`src/rtl/act_pack_pkg.sv`:
```
// Shared types and sizing helpers for the activation-SRAM fill stage.
package act_pack_pkg;

  typedef enum logic [2:0] {
    IDLE  = 3'd0,
    PACK  = 3'd1,
    DRAIN = 3'd2,
    PAD   = 3'd3,
    DONE  = 3'd4
  } pack_state_t;

  localparam int TM_DEF         = 14;
  localparam int IN_BYTES_DEF   = 4;
  localparam int ADDR_WIDTH_DEF = 7;
  localparam int ACC_BYTES      = TM_DEF + IN_BYTES_DEF - 1;

  // Accumulator must hold a just-short-of-full row plus one whole beat.
  function automatic int acc_bytes(input int tm, input int in_bytes);
    return tm + in_bytes - 1;
  endfunction

  function automatic int cnt_width(input int max_val);
    int w;
    w = $clog2(max_val + 1);
    return (w < 1) ? 1 : w;
  endfunction

endpackage

```
`src/rtl/act_pack_writer_if.sv`:
```
// Input beat stream of the activation fill stage (valid/ready with last marker).
interface act_pack_writer_if #(
  parameter int IN_BYTES = 4
) ();
  logic                  valid;
  logic                  ready;
  logic                  last;
  logic [IN_BYTES*8-1:0] data;

  modport master (output valid, output data, output last, input ready);
  modport slave  (input valid, input data, input last, output ready);
endinterface

```
`src/rtl/act_row_packer.sv`:
```
// Byte accumulator: appends input beats at the fill point and hands out TM-byte rows.
module act_row_packer
  import act_pack_pkg::*;
#(
  parameter int TM       = 14,
  parameter int IN_BYTES = 4,
  localparam int ACC     = acc_bytes(TM, IN_BYTES),
  localparam int CW      = cnt_width(ACC)
) (
  input  logic                  clk,
  input  logic                  rst,
  input  logic                  clear,
  input  logic                  append,
  input  logic [IN_BYTES*8-1:0] beat,
  output logic [CW-1:0]         cnt,
  output logic [CW-1:0]         pre_cnt,
  output logic                  row_ready,
  output logic [TM*8-1:0]       row_data
);

  logic [ACC*8-1:0] acc;
  logic [ACC*8-1:0] beat_ext;
  logic [ACC*8-1:0] merged;

  // Bytes above cnt are always zero, so OR-ing the shifted beat is enough and
  // a partial row read straight from acc is already zero-padded.
  always_comb begin
    beat_ext                 = '0;
    beat_ext[IN_BYTES*8-1:0] = beat;
    merged                   = acc;
    pre_cnt                  = cnt;
    if (append) begin
      merged  = acc | (beat_ext << {cnt, 3'b000});
      pre_cnt = cnt + CW'(IN_BYTES);
    end
    row_ready = (pre_cnt >= CW'(TM));
    row_data  = merged[TM*8-1:0];
  end

  always_ff @(posedge clk) begin
    if (rst || clear) begin
      acc <= '0;
      cnt <= '0;
    end else if (row_ready) begin
      acc <= merged >> (TM * 8);
      cnt <= pre_cnt - CW'(TM);
    end else begin
      acc <= merged;
      cnt <= pre_cnt;
    end
  end

endmodule

```
`src/rtl/act_pack_writer.sv`:
```
// Fill stage for the ping-pong activation SRAM: packs beats into rows and tracks bank ownership.
// Optional ACT_PACK_STATS_EN adds beat/stall counters (stat_beats, stat_stall).
//
// state | meaning
// IDLE  | waiting for a tile start on a free bank
// PACK  | accepting beats, writing rows as they fill
// DRAIN | all rows written, discarding beats until s_last
// PAD   | early s_last, writing zero-padded rows to complete the tile
// DONE  | tile complete, mark bank full and flip banks
module act_pack_writer
  import act_pack_pkg::*;
#(
  parameter int TM         = TM_DEF,
  parameter int ADDR_WIDTH = ADDR_WIDTH_DEF,
  parameter int IN_BYTES   = IN_BYTES_DEF
) (
  input  logic                  clk,
  input  logic                  rst,
  input  logic                  start_valid,
  output logic                  start_ready,
  input  logic [ADDR_WIDTH:0]   cfg_rows,
  act_pack_writer_if.slave      s_if,
  output logic                  we,
  output logic [ADDR_WIDTH-1:0] waddr,
  output logic [TM*8-1:0]       wdata,
  output logic                  bank_sel_wr,
  input  logic [1:0]            bank_release,
  output logic [1:0]            bank_full,
  output logic                  tile_done,
  output logic                  err_overflow,
  output logic                  err_underflow
`ifdef ACT_PACK_STATS_EN
  ,
  output logic [31:0]           stat_beats,
  output logic [31:0]           stat_stall
`endif
);

  localparam int CW = cnt_width(acc_bytes(TM, IN_BYTES));

  if (IN_BYTES < 1 || IN_BYTES > TM) begin : g_cfg_check
    $error("act_pack_writer: IN_BYTES must lie in 1..TM");
  end

  pack_state_t         state;
  logic [ADDR_WIDTH:0] rows_q;
  logic [ADDR_WIDTH:0] rows_done;
  logic                wr_bank;

  logic                s_ready;
  logic                start_hs;
  logic                beat_hs;
  logic                append;
  logic                last_row;
  logic                final_row;
  logic                pk_clear;
  logic [CW-1:0]       pk_cnt;
  logic [CW-1:0]       pk_pre;
  logic                pk_row_ready;
  logic [TM*8-1:0]     pk_row_data;
  logic [1:0]          own_mask;
  logic [1:0]          rel_mask;
  logic [1:0]          set_mask;

  always_comb begin
    start_ready = (state == IDLE) && !bank_full[wr_bank];
    start_hs    = start_valid && start_ready;
    s_ready     = ((state == PACK) && (pk_cnt < CW'(TM))) || (state == DRAIN);
    beat_hs     = s_if.valid && s_ready;
    append      = beat_hs && (state == PACK);
    last_row    = (rows_done == rows_q - 1'b1);
    final_row   = (state == PACK) && pk_row_ready && last_row;
    // Residual bytes are dropped once the last row has gone out.
    pk_clear    = (state != PACK) || final_row;
    own_mask    = wr_bank ? 2'b10 : 2'b01;
    rel_mask    = bank_release & ~((state != IDLE) ? own_mask : 2'b00);
    set_mask    = (state == DONE) ? own_mask : 2'b00;
  end

  assign s_if.ready  = s_ready;
  assign bank_sel_wr = wr_bank;

  act_row_packer #(
    .TM       (TM),
    .IN_BYTES (IN_BYTES)
  ) u_packer (
    .clk       (clk),
    .rst       (rst),
    .clear     (pk_clear),
    .append    (append),
    .beat      (s_if.data),
    .cnt       (pk_cnt),
    .pre_cnt   (pk_pre),
    .row_ready (pk_row_ready),
    .row_data  (pk_row_data)
  );

  always_ff @(posedge clk) begin
    if (rst) begin
      state         <= IDLE;
      rows_q        <= '0;
      rows_done     <= '0;
      wr_bank       <= 1'b0;
      bank_full     <= 2'b00;
      we            <= 1'b0;
      waddr         <= '0;
      wdata         <= '0;
      tile_done     <= 1'b0;
      err_overflow  <= 1'b0;
      err_underflow <= 1'b0;
    end else begin
      we        <= 1'b0;
      tile_done <= 1'b0;
      bank_full <= (bank_full & ~rel_mask) | set_mask;
      case (state)
        IDLE: begin
          if (start_hs) begin
            rows_q        <= cfg_rows;
            rows_done     <= '0;
            err_overflow  <= 1'b0;
            err_underflow <= 1'b0;
            if (cfg_rows == '0) tile_done <= 1'b1;
            else                state     <= PACK;
          end
        end
        PACK: begin
          if (pk_row_ready) begin
            we        <= 1'b1;
            waddr     <= rows_done[ADDR_WIDTH-1:0];
            wdata     <= pk_row_data;
            rows_done <= rows_done + 1'b1;
          end
          if (final_row && (pk_pre > CW'(TM))) err_overflow <= 1'b1;
          if (beat_hs && s_if.last) begin
            if (final_row) begin
              state     <= DONE;
              tile_done <= 1'b1;
            end else begin
              err_underflow <= 1'b1;
              state         <= PAD;
            end
          end else if (final_row) begin
            state <= DRAIN;
          end
        end
        DRAIN: begin
          if (beat_hs) begin
            err_overflow <= 1'b1;
            if (s_if.last) begin
              state     <= DONE;
              tile_done <= 1'b1;
            end
          end
        end
        PAD: begin
          // First pass writes the zero-padded residue, later passes all zeros.
          we        <= 1'b1;
          waddr     <= rows_done[ADDR_WIDTH-1:0];
          wdata     <= pk_row_data;
          rows_done <= rows_done + 1'b1;
          if (last_row) begin
            state     <= DONE;
            tile_done <= 1'b1;
          end
        end
        DONE: begin
          wr_bank <= ~wr_bank;
          state   <= IDLE;
        end
        default: state <= IDLE;
      endcase
    end
  end

`ifdef ACT_PACK_STATS_EN
  always_ff @(posedge clk) begin
    if (rst) begin
      stat_beats <= '0;
      stat_stall <= '0;
    end else begin
      if (beat_hs) stat_beats <= stat_beats + 32'd1;
      if ((s_if.valid && !s_ready) || (start_valid && !start_ready))
        stat_stall <= stat_stall + 32'd1;
    end
  end
`endif

endmodule

```
`src/flat_wrapper.sv`:
```
// flat-port wrapper written by rule: the top's interface ports become plain ports
module act_pack_writer_flat import act_pack_pkg::*;
#(
  parameter int TM         = TM_DEF,
  parameter int ADDR_WIDTH = ADDR_WIDTH_DEF,
  parameter int IN_BYTES   = IN_BYTES_DEF
)
  (clk, rst, start_valid, start_ready, cfg_rows, we, waddr, wdata, bank_sel_wr, bank_release, bank_full, tile_done, err_overflow, err_underflow, s_if_valid, s_if_data, s_if_last, s_if_ready);
  act_pack_writer_if #(.IN_BYTES(IN_BYTES)) s_if_i ();
  input  logic clk;
  input  logic rst;
  input  logic start_valid;
  output logic start_ready;
  input  logic [ADDR_WIDTH:0] cfg_rows;
  output logic we;
  output logic [ADDR_WIDTH-1:0] waddr;
  output logic [TM*8-1:0] wdata;
  output logic bank_sel_wr;
  input  logic [1:0] bank_release;
  output logic [1:0] bank_full;
  output logic tile_done;
  output logic err_overflow;
  output logic err_underflow;
  input wire logic [$bits(s_if_i.valid)-1:0] s_if_valid;
  input wire logic [$bits(s_if_i.data)-1:0] s_if_data;
  input wire logic [$bits(s_if_i.last)-1:0] s_if_last;
  output wire logic [$bits(s_if_i.ready)-1:0] s_if_ready;
  assign s_if_i.valid = s_if_valid;
  assign s_if_i.data = s_if_data;
  assign s_if_i.last = s_if_last;
  assign s_if_ready = s_if_i.ready;
  act_pack_writer #(.TM(TM), .ADDR_WIDTH(ADDR_WIDTH), .IN_BYTES(IN_BYTES)) u_core (.clk(clk), .rst(rst), .start_valid(start_valid), .start_ready(start_ready), .cfg_rows(cfg_rows), .s_if(s_if_i), .we(we), .waddr(waddr), .wdata(wdata), .bank_sel_wr(bank_sel_wr), .bank_release(bank_release), .bank_full(bank_full), .tile_done(tile_done), .err_overflow(err_overflow), .err_underflow(err_underflow));
endmodule
```
`config.mk`:
```
export PLATFORM = sky130hd
export DESIGN_NAME = act_pack_writer_flat
export DESIGN_NICKNAME = d
export VERILOG_FILES = /design/src/rtl/act_pack_pkg.sv /design/src/rtl/act_pack_writer_if.sv /design/src/rtl/act_row_packer.sv /design/src/rtl/act_pack_writer.sv /design/src/flat_wrapper.sv
export SDC_FILE = /design/constraint.sdc
export NUM_CORES = 1
export LEC_CHECK = 0
export ABC_AREA = 0
export CAP_MARGIN = 10
export CORE_AREA = 5 5 199 201
export CTS_CLUSTER_SIZE = 24
export DETAILED_ROUTE_END_ITERATION = 10
export DIE_AREA = 0 0 204 206
export GPL_ROUTABILITY_DRIVEN = 0
export PLACE_DENSITY = 0.62
export SYNTH_ARGS = -nofsm -noshare
export SYNTH_HDL_FRONTEND = slang
export SYNTH_SLANG_ARGS = --single-unit
```
`constraint.sdc`:
```
create_clock -name clk -period 3.85 [get_ports clk]
set_input_delay 0.77 -clock clk [delete_from_list [all_inputs] [get_ports clk]]
set_output_delay 0.77 -clock clk [all_outputs]
set_load 0.02 [all_outputs]
```
## After elaboration in Yosys (flattened, before gate mapping)

Cells that the tools add are included.

- Flip-flop bits (word level): 286
- Input port bits: 47
- Output and inout bits: 128
- Word-level logic and storage cells: 115

- Add/subtract/negate cells: 4
- Order comparisons: 4
- Eq/ne operators: 16
- Shift-type cells: 1
- Mux-type cells: 42
- Bitwise logic cells: 7
- Reduce and logical (&&, ||, !) cells: 27

Operators by type and width:

| cell | number |
|---|---|
| one-hot mux 112 bit (2 select lines) | 1 |
| 2-to-1 mux 136 bit | 1 |
| OR 136 bit | 1 |
| << shifter 32 x 8 -> 136 bit | 1 |
| 2-to-1 mux 112 bit | 1 |
| 2-to-1 mux 24 bit | 1 |
| 2-to-1 mux 3 bit | 8 |
| one-hot mux 8 bit (3 select lines) | 1 |
| 2-to-1 mux 8 bit | 2 |
| 2-to-1 mux 1 bit | 15 |
| one-hot mux 7 bit (2 select lines) | 1 |
| one-hot mux 3 bit (4 select lines) | 1 |
| 2-to-1 mux 5 bit | 2 |
| inequality test 2 bit (second input constant) | 5 |
| logical AND 1 bit | 9 |
| nonzero test 3 bit | 3 |
| adder 8 x 1 -> 8 bit (second input constant) | 1 |
| equality test 8 bit | 1 |
| zero test 8 bit | 1 |
| inequality test 2 x 1 -> 1 bit (second input constant) | 4 |
| AND reduction 4 bit | 2 |
| subtractor 8 x 1 -> 8 bit (second input constant) | 1 |
| 2-to-1 mux 7 bit | 1 |
| equality test 3 x 2 -> 1 bit (second input constant) | 2 |
| 26 further kinds | 35 |

## Logic depth before layout (Yosys ltp)

Gate-level depths: netlist (run 1).

- Depth after elaboration: 12
- Gate-level depth with buffers: 15
- Gate-level depth less buffers: 10

## Modules after synthesis

A second synthesis (run 1) with hierarchy kept.

- Cells, all modules: 1368
- Area, all modules: 11977.7 um2

Modules (own cells, without submodules):

| module | times used | cells each | area an instance (um2) | seq. area each (um2) |
|---|---|---|---|---|
| act_row_packer | 1 | 674 | 6451.2 | 2802.7 |
| act_pack_writer | 1 | 694 | 5526.6 | 2902.8 |

## Worst setup path before layout (run 1)

No wires, ideal clock.

- Path kind: in2reg
- From: input s_if_valid
- To: register u_core.u_packer.acc[69]
- Setup time: 0.066 ns
- Arrival: 3.707 ns
- Data required time: 3.784 ns
- Path slack: 0.077 ns
- Stages on the path: 13
- Buffers on the path: 4
- Path through: clkbuf_1 > nand2b_1 > nor3_2 > xnor2_1 > ha_1 > a211oi_1 > nor4b_4 > or3_1 > or3_1 > clkbuf_1 > buf_2 > buf_2 > nor2_1

- Cells in the longest elaborated chain, start to end: 9
- Elaborated cells on any way between the ends: 10
- Those cells by class: order compare: 1; mux: 2; reduce/logical: 7

RTL lines:

| item | line | text |
|---|---|---|
| start, declared | flat_wrapper.sv:24 | `input wire logic [$bits(s_if_i.valid)-1:0] s_if_valid;` |
| logical AND 1 bit * | act_pack_writer.sv:69 | `beat_hs = s_if.valid && s_ready;` |
| logical AND 1 bit * | act_pack_writer.sv:70 | `append = beat_hs && (state == PACK);` |
| 2-to-1 mux 5 bit | act_row_packer.sv:32 | `if (append) begin` |
| greater-or-equal comparator 5 x 4 -> 1 bit | act_row_packer.sv:36 | `row_ready = (pre_cnt >= CW'(TM));` |
| logical AND 1 bit (2 in a row) | act_pack_writer.sv:72 | `final_row = (state == PACK) && pk_row_ready && last_row;` |
| logical OR 1 bit | act_pack_writer.sv:74 | `pk_clear = (state != PACK) \|\| final_row;` |
| logical OR 1 bit | act_row_packer.sv:41 | `if (rst \|\| clear) begin` |
| OR reduction 2 bit (no line) | -- |  |
| end signal, assigned | act_row_packer.sv:45 | `acc <= merged >> (TM * 8);` |
| end signal, assigned | act_row_packer.sv:48 | `acc <= merged;` |
| end, declared | act_row_packer.sv:21 | `logic [ACC*8-1:0] acc;` |

Mark *: on every way between the ends. The rest lies on a longest branch, timed or not.
A chain may end at the register's enable or synchronous reset.

## Worst setup path after layout (run 1)

- From: register u_core.state[0]
- To: register u_core.wdata[5]

- Cells in the longest elaborated chain, start to end: 9
- Elaborated cells on any way between the ends: 15
- Those cells by class: order compare: 1; eq/ne: 4; mux: 4; reduce/logical: 6

RTL lines:

| item | line | text |
|---|---|---|
| start, declared | act_pack_writer.sv:45 | `pack_state_t state;` |
| start signal, assigned | act_pack_writer.sv:100 | `state <= IDLE;` |
| start signal, assigned | act_pack_writer.sv:123 | `else state <= PACK;` |
| start signal, assigned | act_pack_writer.sv:136 | `state <= DONE;` |
| equality test 3 x 1 -> 1 bit | act_pack_writer.sv:68, act_pack_writer.sv:70, act_pack_writer.sv:115 |  |
| logical AND 1 bit | act_pack_writer.sv:68 | `s_ready = ((state == PACK) && (pk_cnt < CW'(TM))) \|\| (state == DRAIN);` |
| logical OR 1 bit | act_pack_writer.sv:68 |  |
| logical AND 1 bit | act_pack_writer.sv:69 |  |
| logical AND 1 bit | act_pack_writer.sv:70 |  |
| 2-to-1 mux 5 bit | act_row_packer.sv:32 |  |
| greater-or-equal comparator 5 x 4 -> 1 bit | act_row_packer.sv:36 |  |
| inequality test 2 x 1 -> 1 bit (no line) | -- |  |
| AND reduction 2 bit (no line) | -- |  |
| end signal, assigned | act_pack_writer.sv:130 | `wdata <= pk_row_data;` |
| end signal, assigned | act_pack_writer.sv:159 | `wdata <= pk_row_data;` |
| end, declared | act_pack_writer.sv:25 | `output logic [TM*8-1:0] wdata,` |

Several ways; a longest one is shown, not always the timed one. The select of a mux whose other input is x is not followed.

==> flow_summary.yaml, run 1 <==
layout:
  drive_above_1_share_pct: 9.578
  area_growth_pct: 31.48
  fill_cells: 3769
  final_nets: 1352
  layoutNonFillerInstCount: 1841
clock_tree:
  cts_buffers: 31
  cts.sinks: 285
  cts.clk_slew.worst_paths_ns: 0.06
  clk_latency_ns: 0.58
  post_cts_buffers: 0
  cts_root_buf: "clkbuf_16"
  cts_resized: 0
  h-tree-depth: 1
  cts_tree: "built"
  hold_buffers: 0
  cts_buffer_depth: 3
route:
  ant_nets: 0
  wire_per_inst_um: 18.38
  dr.pass1.iters: 5
  drt-vias-per-instance: 4.965
  drt_wl_total_um: 33840
  drtIter0Drc: 672
  vias: 9140
  drc_errors: 0
critical_path:
  arrival_ns: 3.92
  cp-start-kind: "flip-flop"
  end_kind: "flip-flop"
  path_class: "reg2reg"
  ff2ff_path_depth: 12
  cp.required_ns: 4.27
  slowest_stage: "or3b_1"
  cp_cell_sequence: "or3b_1 -> nor3_2 -> xnor2_1 -> ha_1 -> a211oi_1 -> buf_4 -> nor4b_4 -> or3_1 -> o21ai_2 -> buf_4 -> a211oi_1 -> nor3_1"
  cpPeakStageDelay_ns: 0.56
  cp_max_fo: 10
place:
  io_buffers: 174
  dp_hpwl_um: 23260
  placed_cells: 1779
hold_path:
  hold_depth: 2
  hp-class: "reg2reg"
floorplan:
  start_util_pct: 28.60
  rows: 71
  boundaryPins: 175
  dieArea_um2: 42020
  dieHeight_um: 206
  die_x_um: 204
  core_um2: 37400
timing:
  finalCritPeriodShare_pct: 90.92
  fmax_mhz: 285.7
  skew_ns: 0.02454
  rsz0062_at_grt: "false"
  min_period_ns: 3.501
  setup_viol: 0
  tightestPinTransition_ns: 0.7118
  maxSlewViolCount: 0
  hold_violations: 0
  fin_tns_setup_ns: 0
  slew_headroom_pct: 52.54
yosys:
  yosysUniqueCellTypes: 55
  synth_cells: 1149
  yosysWarnings: 0
  yosys-top-cells-area: "dfxtp_1 (53%), a211oi_1 (11%), nor2_1 (9.3%), a21oi_1 (4.5%), a221oi_1 (2.6%)"
  ys.flop_type: "dfxtp_1"
  synth_edf_count: 0
  seq_area_frac_synth_pct: 53.35
  synth_top_cell_by_area: "dfxtp_1"
  avgSynthCellArea_um2: 9.308
  syn_nets: 1200
  async_flop_share_pct: 0
  synth.top_cell.area_share_pct: 53.35
  netlist_area_um2: 10700
  ys_ff_latch: 285
pwr:
  p_total_mw: 8.418
  leakagePower_nw: 4.612
  power_density_nw_per_um2: 598.6
  vdd_drop_max_mv: 0.3327
global_route:
  grt_overflow: 0
  grt_max_degree: 105
  grt_pass1_wl_um: 50760
  antenna_found_initial: 6
  grt_pass1_vias: 8501
  grt_usage_pct: 15.18
run:
  maxCapViolations: 0
outcome:
  status: "completed"
## state kept, by name, summed over array words and instances (netlist names)
signal	count
u_core.u_packer.acc	136
u_core.err_underflow	1
u_core.bank_full	2
u_core.rows_q	8
u_core.u_packer.cnt	4
u_core.state	3
u_core.we	1
u_core.tile_done	1
u_core.err_overflow	1
u_core.waddr	7
u_core.rows_done	8
u_core.wdata	112
u_core.bank_sel_wr	1
## layout make-up
cell class	instances	area, um2	share of cell area (%)
Antenna cell	4	10.01	0.07118
Clock buffer	41	843.3	5.997
Clock inverter	17	173.9	1.237
Inverter	10	37.54	0.2669
Multi-Input combinational cell	759	4513	32.09
Sequential cell	285	5705	40.57
Tap cell	511	639.4	4.547
Timing Repair Buffer	214	2140	15.21
## logic make-up after synthesis
group / synth area share, %
XOR/XNOR: 1.556
AO/OA/AOI/OAI: 21.74
AND/OR/NAND/NOR: 15.38
adder cells (fa/ha/maj): 0.4680
buffers and inverters: 4.691
flip-flops: 53.35
multiplexers: 2.819
## where the power goes
group	total, mW	internal (mW)	leakage, nW	switching [mW]
clock network	2.96	1.69	0.492	1.27
registers	3.35	3.19	2.30	0.154
logic	2.11	0.861	1.82	1.24
total	8.42	5.75	4.61	2.67
## worst paths after layout
kind	startpoint	to	slack [ns]
worst max-delay path	u_core.state[0]	u_core.wdata[5]	0.35
worst min-delay path	u_core.u_packer.acc[94]	u_core.u_packer.acc[94]	0.45
worst max register to register	u_core.state[0]	u_core.wdata[5]	0.35
worst min register to register	u_core.u_packer.acc[94]	u_core.u_packer.acc[94]	0.45
## cell usage after synthesis, types with 2 or more instances
master / count
dfxtp_1: 285
nor2_1: 266
buf_4: 5
a211o_1: 2
a21oi_1: 96
buf_1: 2
xor2_1: 3
nand2_1: 31
a31oi_1: 2
nor3_1: 27
and3_1: 2
nor2_2: 3
mux2i_1: 11
or3_1: 8
o21ba_2: 2
a2111oi_0: 5
o211a_1: 2
mux2_2: 17
nand2b_1: 5
a211oi_1: 155
a311oi_1: 4
o31a_1: 2
a22oi_1: 2
nand4_1: 4
ha_1: 4
buf_6: 5
a22o_1: 13
or4_1: 3
and2_1: 8
nor4_1: 2
nand3_1: 6
clkbuf_1: 42
buf_2: 41
o21ai_0: 5
inv_1: 10
nor3_2: 3
xnor2_1: 16
nand3b_1: 2
a221oi_1: 32
## worst max-delay path: cells and delay by family (launching register included)
kind,cells,cell delay [ns]
AND/OR/NAND/NOR,5,1.50
buffers and inverters,2,0.34
AO/OA/AOI/OAI,3,0.72
adder cells (fa/ha/maj),1,0.28
flip-flops,1,0.33
XOR/XNOR,1,0.18
## layout by cell type (no fill, tap or decap), types with 5 or more instances in the layout
master             n
a2111oi_0          5
a211oi_1         155
a21oi_1           96
a221oi_1          32
a22o_1            13
and2_1             8
buf_12             8
buf_4             33
clkbuf_1           7
clkbuf_16         31
clkdlybuf4s50_1  173
clkinv_2           7
dfxtp_1          285
inv_1             10
mux2_2            17
mux2i_1           11
nand2_1           31
nand2b_1           5
nand3_1            6
nor2_1           265
nor3_1            27
o21ai_0            5
or3_1              7
xnor2_1           16
## through the flow
step | cell area (um2) | setup WS, ns | hold slack, ns | util (%)
after CTS | 14050 | 0.4239 | 0.4555 | 37.57
after detailed placement | 13040 | 0.03606 | 0.4402 | 34.85
after global routing | 14060 | 0.2080 | 0.4673 | 37.59
after global placement | 13040 | 0.1279 | 0.4364 | 34.85
after floorplan | 10700 | 0.07731 | 0.4244 | -
final | 14060 | 0.3495 | 0.4518 | 37.60
## metal layers
layer | wire (um) | up-vias | GRT usage (%)
li1 | - | 4457 | -
met1 | 15000 | 4321 | 20.24
met2 | 15400 | 281 | 24.29
met5 | 39 | - | 0
met4 | 1042 | 6 | 4.882
met3 | 2355 | 75 | 3.782
(Power assumes the default switching activity.)
==> inputs of run 2 (changes only) <==
- clock period: 3.85 -> 3 ns (I/O delays scaled with it)
==> run 2 against run 1 <==
  * The flow now finishes with violations (setup timing)
  * Sequential power grew 30%
  * Core utilization up 6.0 points
  * Final cell count rose by 3.9%
  * Critical path type unchanged
  * Critical endpoint is now u_core.wdata[21]
  * Largest power group unchanged
==> flow_summary.yaml, run 2 (synthesis results as in run 1) <==
timing:
  skew_ns: 0.02891
  fin_tns_setup_ns: -0.3689
  tightestPinTransition_ns: 0.9896
  setup_viol: 22
  rsz0062_at_grt: "true"
  hold_violations: 0
  finalCritPeriodShare_pct: 101.4
  fmax_mhz: 328.8
  slew_headroom_pct: 34.02
  maxSlewViolCount: 0
  min_period_ns: 3.041
  setup_ws_ns: -0.04126
layout:
  regMostFlops: "u_core.u_packer.acc"
  largest_reg_flops: 136
  final_nets: 1426
  reg.largest.list: "u_core.u_packer.acc x136, u_core.wdata x112"
  area_growth_pct: 52.60
  final_cell_mix: "dfxtp_1 (284), nor2_1 (214), clkdlybuf4s50_1 (171)"
  final_common_cell: "dfxtp_1"
  drive_above_1_share_pct: 27.12
floorplan:
  rows: 71
  boundaryPins: 175
  core_um2: 37400
  dieHeight_um: 206
  start_util_pct: 28.60
  dieArea_um2: 42020
  die_x_um: 204
global_route:
  top_usage_layer: "met2"
  met2_usage_pct: 26.52
  grt_pass1_vias: 9091
  grt_max_degree: 72
  grt_overflow: 0
  grt_use_met1_pct: 19.97
  gr-usage-met3_pct: 3.405
  antenna_found_initial: 2
  grt_pass1_wl_um: 52260
  grt_usage_pct: 15.68
pwr:
  vdd_drop_max_mv: 0.4346
  leakagePower_nw: 5.489
  power_density_nw_per_um2: 750.6
hold_path:
  hp-class: "reg2reg"
  hold_depth: 2
critical_path:
  startpoint: "u_core.state[1]"
  cp-start-kind: "flip-flop"
  ff2ff_path_depth: 15
  cp.required_ns: 3.41
  cp_max_fo: 11
  r2r-end: "u_core.wdata[21]"
  path_class: "reg2reg"
  r2r_start: "u_core.state[1]"
  end_kind: "flip-flop"
  arrival_ns: 3.45
  rrSetupSlack_ns: -0.04
  crit_end: "u_core.wdata[21]"
route:
  drc_errors: 0
  drt_wl_total_um: 37990
  ant_nets: 0
  vias: 9759
  drtIter0Drc: 637
  drt-vias-per-instance: 5.101
  dr.pass1.iters: 5
  wire_per_inst_um: 19.86
clock_tree:
  h-tree-depth: 2
  cts_buffer_depth: 3
  cts.sinks: 285
  cts_buffers: 34
  cts_root_buf: "clkbuf_16"
  cts.clk_slew.worst_paths_ns: 0.05
  clk_latency_ns: 0.53
  cts_tree: "built"
outcome:
  status: "finished, violations left"
  violations: "setup timing"
place:
  dp_hpwl_um: 24040
  dp_slack_ns: -0.5465
  io_buffers: 174
run:
  maxCapViolations: 0
## run 2: changes by cell type in the layout (fill, tap and decap cells not counted), sizes merged
cell	previous run	this run
clkbuf	41	60
clkdlybuf4s50	173	171
dlygate4sd2	0	2
clkinvlp	4	1
bufinv	2	5
diode	4	1
inv	12	11
buf	41	98
## run 2: worst max-delay path, stage by stage (launching register included)
cell	delay, ns
dfxtp_2	0.32
or3b_4	0.41
nor3_4	0.18
xnor2_2	0.10
ha_2	0.20
buf_6	0.11
a211oi_4	0.25
nor4b_4	0.08
buf_4	0.15
nor3_4	0.22
a21boi_4	0.10
buf_12	0.15
buf_16	0.15
buf_8	0.13
clkbuf_16	0.17
a211oi_1	0.21
## run 2: power breakdown
group / total [mW] / internal (mW) / switching [mW]
logic: 3.57 / 1.62 / 1.95
registers: 4.35 / 4.10 / 0.248
clock network: 4.33 / 2.69 / 1.64
total: 12.3 / 8.41 / 3.84
## run 2: worst min-delay path by stage
stage | from | to | slack (ns)
final | u_core.waddr[6] | u_core.waddr[6] | 0.45
after global routing | u_core.u_packer.acc[49] | u_core.u_packer.acc[49] | 0.47
after CTS | u_core.waddr[1] | u_core.waddr[1] | 0.45
after detailed placement | u_core.u_packer.acc[89] | u_core.u_packer.acc[89] | 0.44
after global placement | u_core.u_packer.acc[85] | u_core.u_packer.acc[85] | 0.43
after floorplan | u_core.u_packer.acc[28] | u_core.u_packer.acc[28] | 0.42
## run 2: routing by layer
layer	part of all wire, %	vias up
li1	-	4601
met1	44	4843
met2	48	235
met3	4.9	78
met4	3.3	2
met5	0.018	-
## run 2: through the flow
stage | cells | power (mW) | utilization (%) | hold WS (ns) | cell area [um2]
2_1_floorplan | 1149 | 6.141 | - | 0.4244 | 11050
3_3_place_gp | 1802 | 7.184 | 36.08 | 0.4330 | 13500
3_5_place_dp | 1802 | 7.213 | 36.08 | 0.4424 | 13500
4_1_cts | 1868 | 11.59 | 39.43 | 0.4545 | 14750
5_1_grt | 1913 | 12.76 | 43.64 | 0.4716 | 16320
6_report | 1913 | 12.25 | 43.64 | 0.4530 | 16320
## run 2: final cells by class
class	count	area, um2
clock buffers	46	957.2
well taps	511	639.4
repair buffers	285	3264
clock inverters	16	234.0
multi-input cells	759	5479
fillers	3518	21080
flip-flops and latches	285	5707
inverters	10	37.54
diodes	1	2.502
## run 2: timing repair
action                                  4_1_cts  5_1_grt
gates cloned                                  1       24
buffers inserted                              3       22
pin swaps                                     1       30
hold buffers                                  0        0
endpoints found under the setup margin       11      264
gates resized for setup                       3      210
